### src/rtl/truth_table_extractor.sv
// rtl/truth_table_extractor.sv - sweeps a 3-input DUT and assembles its 8-bit truth-table code
module truth_table_extractor #(
    parameter int SETTLE_CYCLES = 4,
    parameter int SAMPLES       = 3
) (
    input  logic       clk,
    input  logic       rst_n,
    input  logic       start,
    input  logic       abort,
    input  logic [7:0] expected,
    input  logic       dut_out,
    output logic [2:0] dut_in,
    output logic       busy,
    output logic       done,
    output logic [7:0] code,
    output logic [7:0] unstable,
    output logic       match
);

    typedef enum logic [1:0] {IDLE, SETTLE, SAMPLE} state_t;

    localparam logic [7:0] SETTLE_LAST = 8'(SETTLE_CYCLES - 1);
    localparam logic [3:0] SAMPLE_LAST = 4'(SAMPLES - 1);

    state_t     state, state_nxt;
    logic [7:0] scnt;
    logic [3:0] ncnt;
    logic [2:0] vec;
    logic [7:0] exp_q;
    logic [7:0] sh_code, sh_unst;
    logic [7:0] cur_code, cur_unst;
    logic       first_q;
    logic       settle_end, sample_end, sweep_end;

    assign settle_end = (scnt == SETTLE_LAST);
    assign sample_end = (ncnt == SAMPLE_LAST);
    assign sweep_end  = (state == SAMPLE) && sample_end && (vec == 3'd7);

    always_ff @(posedge clk or negedge rst_n) begin
        if (!rst_n) state <= IDLE;
        else        state <= state_nxt;
    end

    always_comb begin
        state_nxt = state;
        case (state)
            IDLE:    if (start) state_nxt = SETTLE;
            SETTLE:  if (abort) state_nxt = IDLE;
                     else if (settle_end) state_nxt = SAMPLE;
            SAMPLE:  if (abort) state_nxt = IDLE;
                     else if (sample_end) state_nxt = (vec == 3'd7) ? IDLE : SETTLE;
            default: state_nxt = IDLE;
        endcase
    end

    always_comb begin
        busy   = (state != IDLE);
        dut_in = busy ? vec : 3'd0;
    end

    // Shadow registers with this edge's sample folded in; vector i lands on bit 7-i.
    always_comb begin
        cur_code = sh_code;
        cur_unst = sh_unst;
        if (ncnt == 4'd0)
            cur_code[~vec] = dut_out;
        else if (dut_out != first_q)
            cur_unst[~vec] = 1'b1;
    end

    always_ff @(posedge clk or negedge rst_n) begin
        if (!rst_n) begin
            scnt     <= 8'd0;
            ncnt     <= 4'd0;
            vec      <= 3'd0;
            exp_q    <= 8'd0;
            sh_code  <= 8'd0;
            sh_unst  <= 8'd0;
            first_q  <= 1'b0;
            done     <= 1'b0;
            code     <= 8'd0;
            unstable <= 8'd0;
            match    <= 1'b0;
        end else begin
            done <= 1'b0;
            case (state)
                IDLE: if (start) begin
                    exp_q   <= expected;
                    sh_code <= 8'd0;
                    sh_unst <= 8'd0;
                    vec     <= 3'd0;
                    scnt    <= 8'd0;
                    ncnt    <= 4'd0;
                end
                SETTLE: if (!abort) begin
                    scnt <= settle_end ? 8'd0 : scnt + 8'd1;
                    ncnt <= 4'd0;
                end
                SAMPLE: if (!abort) begin
                    sh_code <= cur_code;
                    sh_unst <= cur_unst;
                    if (ncnt == 4'd0) first_q <= dut_out;
                    ncnt <= sample_end ? 4'd0 : ncnt + 4'd1;
                    if (sample_end && vec != 3'd7) vec <= vec + 3'd1;
                end
                default: ;
            endcase
            if (sweep_end && !abort) begin
                done     <= 1'b1;
                code     <= cur_code;
                unstable <= cur_unst;
                match    <= (cur_code == exp_q) && (cur_unst == 8'd0);
            end
        end
    end

endmodule

### config.mk
export PLATFORM = sky130hd
export DESIGN_NAME = truth_table_extractor
export DESIGN_NICKNAME = d
export VERILOG_FILES = /design/src/rtl/truth_table_extractor.sv
export SDC_FILE = /design/constraint.sdc
export NUM_CORES = 1
export LEC_CHECK = 0
export ABC_CLOCK_PERIOD_IN_PS = 5300
export CORE_ASPECT_RATIO = 2
export CORE_UTILIZATION = 30
export CTS_CLUSTER_SIZE = 40
export DETAILED_ROUTE_END_ITERATION = 8
export PLACE_DENSITY_LB_ADDON = 0.25
export REMOVE_ABC_BUFFERS = 1
export SETUP_SLACK_MARGIN = 0.02
export SLEW_MARGIN = 20
export SYNTH_ARGS = -nofsm -noshare
export SYNTH_HDL_FRONTEND = slang
export SYNTH_SLANG_ARGS = --single-unit
### constraint.sdc
create_clock -name clk -period 5.3 [get_ports clk]
set_input_delay 0.795 -clock clk [delete_from_list [all_inputs] [get_ports clk]]
set_output_delay 0.795 -clock clk [all_outputs]
set_load 0.01 [all_outputs]
# After elaboration in Yosys (flattened, before gate mapping)
# Cells that the tools add are included.
totals:
  reg_bits: 60
  in_bits: 13
  output_inout_bits: 22
classes:
  n_addsub: 3
  n_lt_le_gt_ge: 2
  eq_ne: 14
  mux: 32
  bitwise_logic: 3
  n_reduce_logical: 21
op_table:
  columns: ["op", "n"]
  rows:
  - ["$mux 8", 8]
  - ["$pmux 8 s2", 3]
  - ["$mux 4", 4]
  - ["$mux 3", 4]
  - ["$pmux 4 s3", 1]
  - ["$reduce_and 3->1", 4]
  - ["$mux 2", 5]
  - ["$ne 3x3->1 const B", 3]
  - ["$add 8x1->8 const B", 1]
  - ["$bwmux 8", 1]
  - ["$eq 8x2->1 const B", 1]
  - ["$eq 8x8->1", 1]
  - ["$logic_not 8->1", 1]
  - ["$or 8x8->8", 1]
  - ["$reduce_and 4->1", 2]
  - ["$logic_and 1x1->1", 6]
  - ["$ne 2x2->1 const B", 3]
  - ["$pmux 2 s3", 1]
  - ["$pmux 3 s2", 1]
  - ["$reduce_bool 2->1", 3]
  - ["$add 4x1->4 const B", 1]
  - ["$eq 4x2->1 const B", 1]
  - ["$logic_not 4->1", 1]
  - ["$lt 3x4->1 const B", 1]
  - ["15 further kinds", 17]

# Logic depth before layout (Yosys ltp)
# Gate-level depths: netlist (run 1).
depth:
  word_depth: 10
  ltp_mapped: 9
  depth_no_buf: 8

# Worst setup path before layout (run 1)
# Ideal clock, no wire load.
synth_timing:
  path_kind: "input-to-reg"
  startpoint: "input abort"
  endpoint: "register match"
  setup_ns: 0.066
  arrival_time_ns: 2.000
  required_ns: 5.234
  path_slack_ns: 3.234
  path_stages: 6
  path_buffers: 0
  path_cell_list: "nor3b_4 -> nand3_2 -> a2111oi_2 -> o2111ai_1 -> nor4_1 -> a22o_1"
synth_via:
  elab_chain_cells: 2
synth_rtl:
  columns: ["element", "line_no", "source"]
  rows:
  - ["from (decl)", "9", "input logic abort,"]
  - ["$logic_not 1->1", "108", "if (sweep_end && !abort) begin"]
  - ["$logic_and 1x1->1", "108", null]
  - ["to (signal assigned)", "112", "match <= (cur_code == exp_q) && (cur_unst == 8'd0);"]
  - ["to (decl)", "17", "output logic match"]
# No other way between the ends.
# A chain may end at the register's enable or synchronous reset.

# Worst setup path after layout (run 1)
# Same ends and word-level chain as after synthesis.

==> flow_summary_export.csv, run 1 <==
group,metric,value,unit
run_status,status,"complete, no violations",
critical_path,rr_worst_depth,8,
critical_path,r2r-start,"ncnt[0]",
critical_path,worstSetupStartpointType,"input port",
job,maxCapViolCount,0,
final_layout,n_antenna_cell,0,
global_route,first_global_vias,2458,
floorplan,ios,35,
synth,synth_area,3090,µm²
global_route,grt_overflow_total,0,
final_layout,syn2layout_area_growth,23.2,%
critical_path,rr_endpoint,"match",
synth,synthTopCellsByArea,"dfrtp_1 49%, o21ai_0 4.7%, nor2_1 4.5%",
final_layout,final_cells,481,
route,detail-route-antenna-nets,0,
route,vias,2380,
timing,relSlewSlack,33.6,%
clocking,clockBufferDepth,2,
synth,synthFlopType,"dfrtp_1",
synth,synth_top_family_by_area,"simple AND/OR/NAND/NOR gates",
clocking,clock_latency,0.33,ns
global_route,antenna_found_initial,0,
route,firstDrtPassIters,4,
synth,synth_compound_area_share,12.9,%
placement,placed_cell_area,3540,µm²
timing,rsz0062_at_grt,"no",
floorplan,die_w,73.8,µm
clocking,cts_sinks,60,
clocking,postCtsSetupBuffers,0,
critical_path,setup.worst_path.end_class,"flip-flop",
critical_path,worstSetupPathType,"in -> reg",
synth,synth_top_cell_area_share,48.5,%
critical_path,cp_max_fo,32,
timing,maxSlewViolCount,0,
floorplan,fp.dieH,146,µm
timing,timing.fmax,356,MHz
synth,postSynthCellCount,310,
floorplan,rows,52,
synth,synthArstFlopShare,100,%
critical_path,cp.required,5.56,ns
timing,setup_tns,0,ns
synth,yosysMostFrequentCell,"dfrtp_1",
critical_path,rrSetupSlack,2.62,ns
timing,setup-violations-final,0,
clocking,root_buffer,"clkbuf_16",
timing,skew,0.00659,ns
critical_path,path_cells,"clkdlybuf4s50_1 > nor3b_4 > nand3_2 > buf_4 > a2111oi_2 > o2111ai_1 > nor4_1 > a22o_1",
timing,tightestPinTransition,0.995,ns
timing,hold_viol_final,0,
final_layout,nNetsFinal,361,
clocking,hold_buffers,0,
final_layout,drive_gt1_share,12.7,%
clocking,cts_inserted_buffers,9,
route,via_per_inst,4.95,
route,wl_per_cell,15.1,µm
synth,yosys.area_share.simple,21.9,%
synth,avgSynthCellArea,9.98,µm²
floorplan,die_area,10700,µm²
power,power,1.38,mW
route,dr.first_iter.drc_count,86,
placement,dp_hpwl,5080,µm
global_route,grt_pass1_wl,12000,µm
synth,synth_edf_count,0,
power,p_leak,1.68,nW
clocking,cts_tree,"built",
hold_path,hold_class,"reg -> reg",
clocking,htree_levels,3,
placement,port_buffers,34,
synth,synth_top_area_cell,"dfrtp_1",
synth,synth_xor_area_share,3.96,%
critical_path,crit_slowest_cell,"clkdlybuf4s50_1",
route,drc,0,
critical_path,cp.arrival,3.07,ns
critical_path,endpoint,"match",
route,totalWireLength,7260,µm
placement,dp_cells,466,
final_layout,finalInstanceArea,3810,µm²
critical_path,slowest_delay,0.54,ns
synth,ys_types,54,
synth,yosysWarnings,0,
floorplan,core_area,10100,µm²
clocking,cts_resized,0,
synth,synth.ff_latch_count,60,
synth,yosys.area_share.adder,2.43,%
power,irDropWorstVdd,0.217,mV
clocking,cts.clk_slew.worst_paths,0.05,ns
synth,synthMuxAreaShare,6.71,%
critical_path,cp-startpoint,"abort",
power,cellPowerDensity,363,nW/µm²
final_layout,postLayoutCoreUtil,37.8,%
timing,post-route-period-util,53.0,%
synth,yosys-top-cells-count,"60 x dfrtp_1, 37 x nor2_1, 31 x nand2_1",
timing,fin_crit,2.81,ns
floorplan,initial_core_util,30.7,%
placement,place.gp.congestion,0.772,
hold_path,min_path_cells,2,
global_route,grt_use_total,15.0,%
global_route,grt_max_degree,61,
synth,ys_seq_area_share,48.5,%
[critical path: cells and delay by family]
family                 cells  cell delay (ns)
AOI/OAI and AO/OA          3             0.68
buffers and inverters      2             0.80
and+or+nand+nor            3             0.80
[sequential cells by signal, indices dropped and copies added (netlist names)]
name / cells
code: 8
first_q: 1
vec: 3
scnt: 8
done: 1
state: 2
unstable: 8
match: 1
sh_unst: 8
ncnt: 4
sh_code: 8
exp_q: 8
[placed cells by master, fill, tap and decap left out, types with 4 or more instances in the layout]
master	synthesis	layout
mux2i_1	7	7
nand3_1	7	7
nand2_1	31	31
dfrtp_1	60	60
nor3_1	6	6
clkdlybuf4s50_1	0	33
ha_1	6	6
inv_1	7	7
xor2_1	8	8
nor2b_1	4	4
clkbuf_16	0	9
xnor2_1	6	6
nor2_1	37	37
o21ai_0	29	29
a31oi_1	4	4
a21oi_1	17	17
mux2_2	11	11
[stage by stage]
step           hold slack (ns)  worst slack, ns
2_1_floorplan            0.450             2.39
3_3_place_gp             0.464             2.23
3_5_place_dp             0.471             2.15
4_1_cts                  0.482             2.50
5_1_grt                  0.499             2.30
6_report                 0.473             2.49
[metal layers]
| layer | vias up | GRT usage, % | routed length [µm] |
|---|---|---|---|
| li1 | 1161 | - | - |
| met1 | 1146 | 15.9 | 2880 |
| met2 | 53 | 26.0 | 3860 |
| met3 | 20 | 3.46 | 248 |
| met4 | 0 | 9.04 | 274 |
| met5 | - | 0 | 0 |
[cell type report]
| class | count | area, µm² |
|---|---|---|
| Fill cell | 1010 | 6270 |
| Sequential cell | 60 | 1500 |
| Multi-Input combinational cell | 228 | 1490 |
| Timing Repair Buffer | 36 | 350 |
| Clock buffer | 13 | 260 |
| Tap cell | 135 | 169 |
| Inverter | 7 | 26.3 |
| Clock inverter | 2 | 10.0 |
[how the worst min path moves through the flow]
stage / slack (ns) / startpoint / end
4_1_cts: 0.48 / code[4] / code[4]
5_1_grt: 0.50 / code[5] / code[5]
6_report: 0.47 / code[4] / code[4]
3_5_place_dp: 0.47 / code[4] / code[4]
3_3_place_gp: 0.46 / sh_code[2] / sh_code[2]
2_1_floorplan: 0.45 / sh_code[2] / sh_code[2]
[report_power, final]
part / total, mW / internal (mW) / leakage, nW / switching (mW)
Sequential: 0.578 / 0.512 / 0.814 / 0.0658
Clock: 0.526 / 0.337 / 0.135 / 0.189
Combinational: 0.281 / 0.132 / 0.733 / 0.149
Total: 1.38 / 0.981 / 1.68 / 0.404
[cells by family after synthesis]
kind of cell             after synthesis
flip-flops                            60
AO/OA/AOI/OAI                         67
XOR/XNOR                              14
multiplexers                          19
adder cells (fa/ha/maj)                6
AND/OR/NAND/NOR                      122
buffers and inverters                 22
Note: power is estimated with default switching activity, not from simulation.
==> inputs of run 2 (changes only) <==
--- a/config.mk
+++ b/config.mk
@@ -5,7 +5,7 @@
 export SDC_FILE = /design/constraint.sdc
 export NUM_CORES = 1
 export LEC_CHECK = 0
-export ABC_CLOCK_PERIOD_IN_PS = 5300
+export ABC_CLOCK_PERIOD_IN_PS = 2560
 export CORE_ASPECT_RATIO = 2
 export CORE_UTILIZATION = 30
 export CTS_CLUSTER_SIZE = 40
==> constraint.sdc (replaced) <==
create_clock -name clk -period 2.56 [get_ports clk]
set_input_delay 0.384 -clock clk [delete_from_list [all_inputs] [get_ports clk]]
set_output_delay 0.384 -clock clk [all_outputs]
set_load 0.01 [all_outputs]
==> flow_summary_export.csv, run 2 (same netlist as run 1, synthesis figures left out) <==
group,metric,value,unit
run_status,status,"complete, no violations",
critical_path,cp.arrival,2.35,ns
critical_path,path_cells,"inv_1 > ha_1 > nor4b_4 > buf_4 > nand2_1 > mux2i_1 > xnor2_1 > nor3_2 > a22o_1",
route,firstDrtPassIters,4,
global_route,grt_max_degree,39,
timing,rsz0062_at_grt,"no",
timing,relSlewSlack,65.5,%
power,p_comb_share,20.3,%
floorplan,die_area,10700,µm²
placement,placed_cell_area,3620,µm²
clocking,postCtsSetupBuffers,0,
clocking,cts_resized,0,
power,cellPowerDensity,777,nW/µm²
route,via_per_inst,4.86,
critical_path,crit_slowest_cell,"dfrtp_1",
timing,timing.fmax,469,MHz
floorplan,ios,35,
placement,place.gp.congestion,0.802,
clocking,hold_buffers,0,
route,vias,2381,
final_layout,finalInstanceArea,3930,µm²
route,dr.first_iter.drc_count,87,
critical_path,setup.worst_path.end_class,"flip-flop",
critical_path,cp_max_fo,5,
floorplan,die_w,73.8,µm
route,detail-route-antenna-nets,0,
timing,setup-violations-final,0,
critical_path,worstSetupStartpointType,"flip-flop",
final_layout,final_cells,490,
clocking,cts_sinks,60,
placement,dp_cells,476,
critical_path,rrSetupSlack,0.43,ns
global_route,first_global_vias,2505,
critical_path,rr_endpoint,"match",
timing,fin_crit,2.13,ns
final_layout,syn2layout_area_growth,27.1,%
power,p_seq_share,39.3,%
timing,post-route-period-util,83.4,%
final_layout,final_cell_mix,"60 x dfrtp_1, 37 x nor2_1, 33 x clkdlybuf4s50_1, 31 x nand2_1, 29 x o21ai_0",
power,switching_share,27.4,%
floorplan,rows,52,
route,totalWireLength,7320,µm
clocking,cts.clk_slew.worst_paths,0.05,ns
power,irDropWorstVdd,0.407,mV
timing,hold_viol_final,0,
global_route,grt_pass1_wl,12100,µm
final_layout,nNetsFinal,371,
floorplan,fp.dieH,146,µm
final_layout,drive_gt1_share,15.5,%
placement,port_buffers,34,
power,p_switching,0.838,mW
final_layout,postLayoutCoreUtil,39.0,%
timing,maxSlewViolCount,0,
global_route,antenna_found_initial,0,
clocking,clock_latency,0.33,ns
final_layout,layout_commonest_cell,"dfrtp_1",
timing,skew,0.00413,ns
critical_path,worstSetupPathType,"reg -> reg",
power,power.share.clock,40.3,%
critical_path,rr_worst_depth,9,
clocking,root_buffer,"clkbuf_16",
route,wl_per_cell,14.9,µm
floorplan,initial_core_util,30.7,%
floorplan,core_area,10100,µm²
hold_path,hold_class,"in -> async",
clocking,cts_inserted_buffers,9,
clocking,clockBufferDepth,2,
global_route,grt_overflow_total,0,
route,drc,0,
critical_path,slowest_delay,0.42,ns
global_route,grt_use_total,15.3,%
placement,dp_hpwl,5310,µm
power,p_leak,1.76,nW
timing,tightestPinTransition,0.518,ns
final_layout,nFillCells,997,
clocking,htree_levels,3,
timing,holdWs,0.0497,ns
job,maxCapViolCount,0,
power,cellInternalPower,2.22,mW
critical_path,r2r-start,"ncnt[0]",
critical_path,cp.required,2.77,ns
clocking,cts_tree,"built",
final_layout,n_antenna_cell,0,
==> run 2: cell types whose count changed in the layout (fill, tap and decap cells not counted) <==
cell,change
nor3b_4,-1
nor3b_2,+1
buf_12,+1
clkbuf_1,-2
clkinv_2,-2
clkbuf_8,+2
buf_4,+9
bufinv_16,+1
==> run 2: power groups by stage <==
stage	Sequential [mW]	Clock, mW	Combinational, mW
6_report	1.20	1.23	0.621
5_1_grt	1.22	1.30	0.688
4_1_cts	1.20	1.27	0.630
3_5_place_dp	1.21	0	0.627
3_3_place_gp	1.21	0	0.619
2_1_floorplan	1.17	0	0.420
==> run 2: layer usage <==
layer / vias to the layer above / share of wire, % / global-route usage [%]
li1: 1170 / - / -
met1: 1154 / 38 / 15.5
met2: 45 / 55 / 27.4
met3: 12 / 3.5 / 4.16
met4: 0 / 2.7 / 7.98
met5: - / 0 / 0
==> run 2: metrics by stage <==
step | TNS [ns] | power (mW) | setup WS, ns
4_1_cts | 0 | 3.10 | 0.379
3_3_place_gp | 0 | 1.83 | 0.317
2_1_floorplan | -0.123 | 1.59 | -0.0625
3_5_place_dp | 0 | 1.84 | 0.264
6_report | 0 | 3.05 | 0.426
5_1_grt | 0 | 3.20 | 0.197
==> run 2: worst max-delay path by stage <==
stage	start	to	slack, ns	cells after the start
2_1_floorplan	state[1]	scnt[7]	-0.06	6
3_3_place_gp	abort	sh_unst[6]	0.32	5
3_5_place_dp	abort	state[1]	0.26	6
4_1_cts	ncnt[0]	match	0.38	9
5_1_grt	ncnt[0]	match	0.20	9
6_report	ncnt[0]	match	0.43	9
==> run 2: layout make-up <==
class / count / area (µm²) / share of cell area (%)
Inverter: 7 / 26.3 / 0.668
Clock inverter: 1 / 30.0 / 0.764
Multi-Input combinational cell: 228 / 1490 / 37.8
Clock buffer: 13 / 280 / 7.13
Tap cell: 135 / 169 / 4.30
Sequential cell: 60 / 1500 / 38.2
Timing Repair Buffer: 46 / 438 / 11.1
==> run 2: critical path: cells and delay by family, from the launching register on <==
| kind | cells | cell delay (ns) |
|---|---|---|
| AO/OA/AOI/OAI | 1 | 0.18 |
| AND/OR/NAND/NOR | 3 | 0.45 |
| flip-flops | 1 | 0.42 |
| buffers and inverters | 2 | 0.30 |
| XOR/XNOR | 1 | 0.19 |
| adder cells (fa/ha/maj) | 1 | 0.16 |
| multiplexers | 1 | 0.32 |
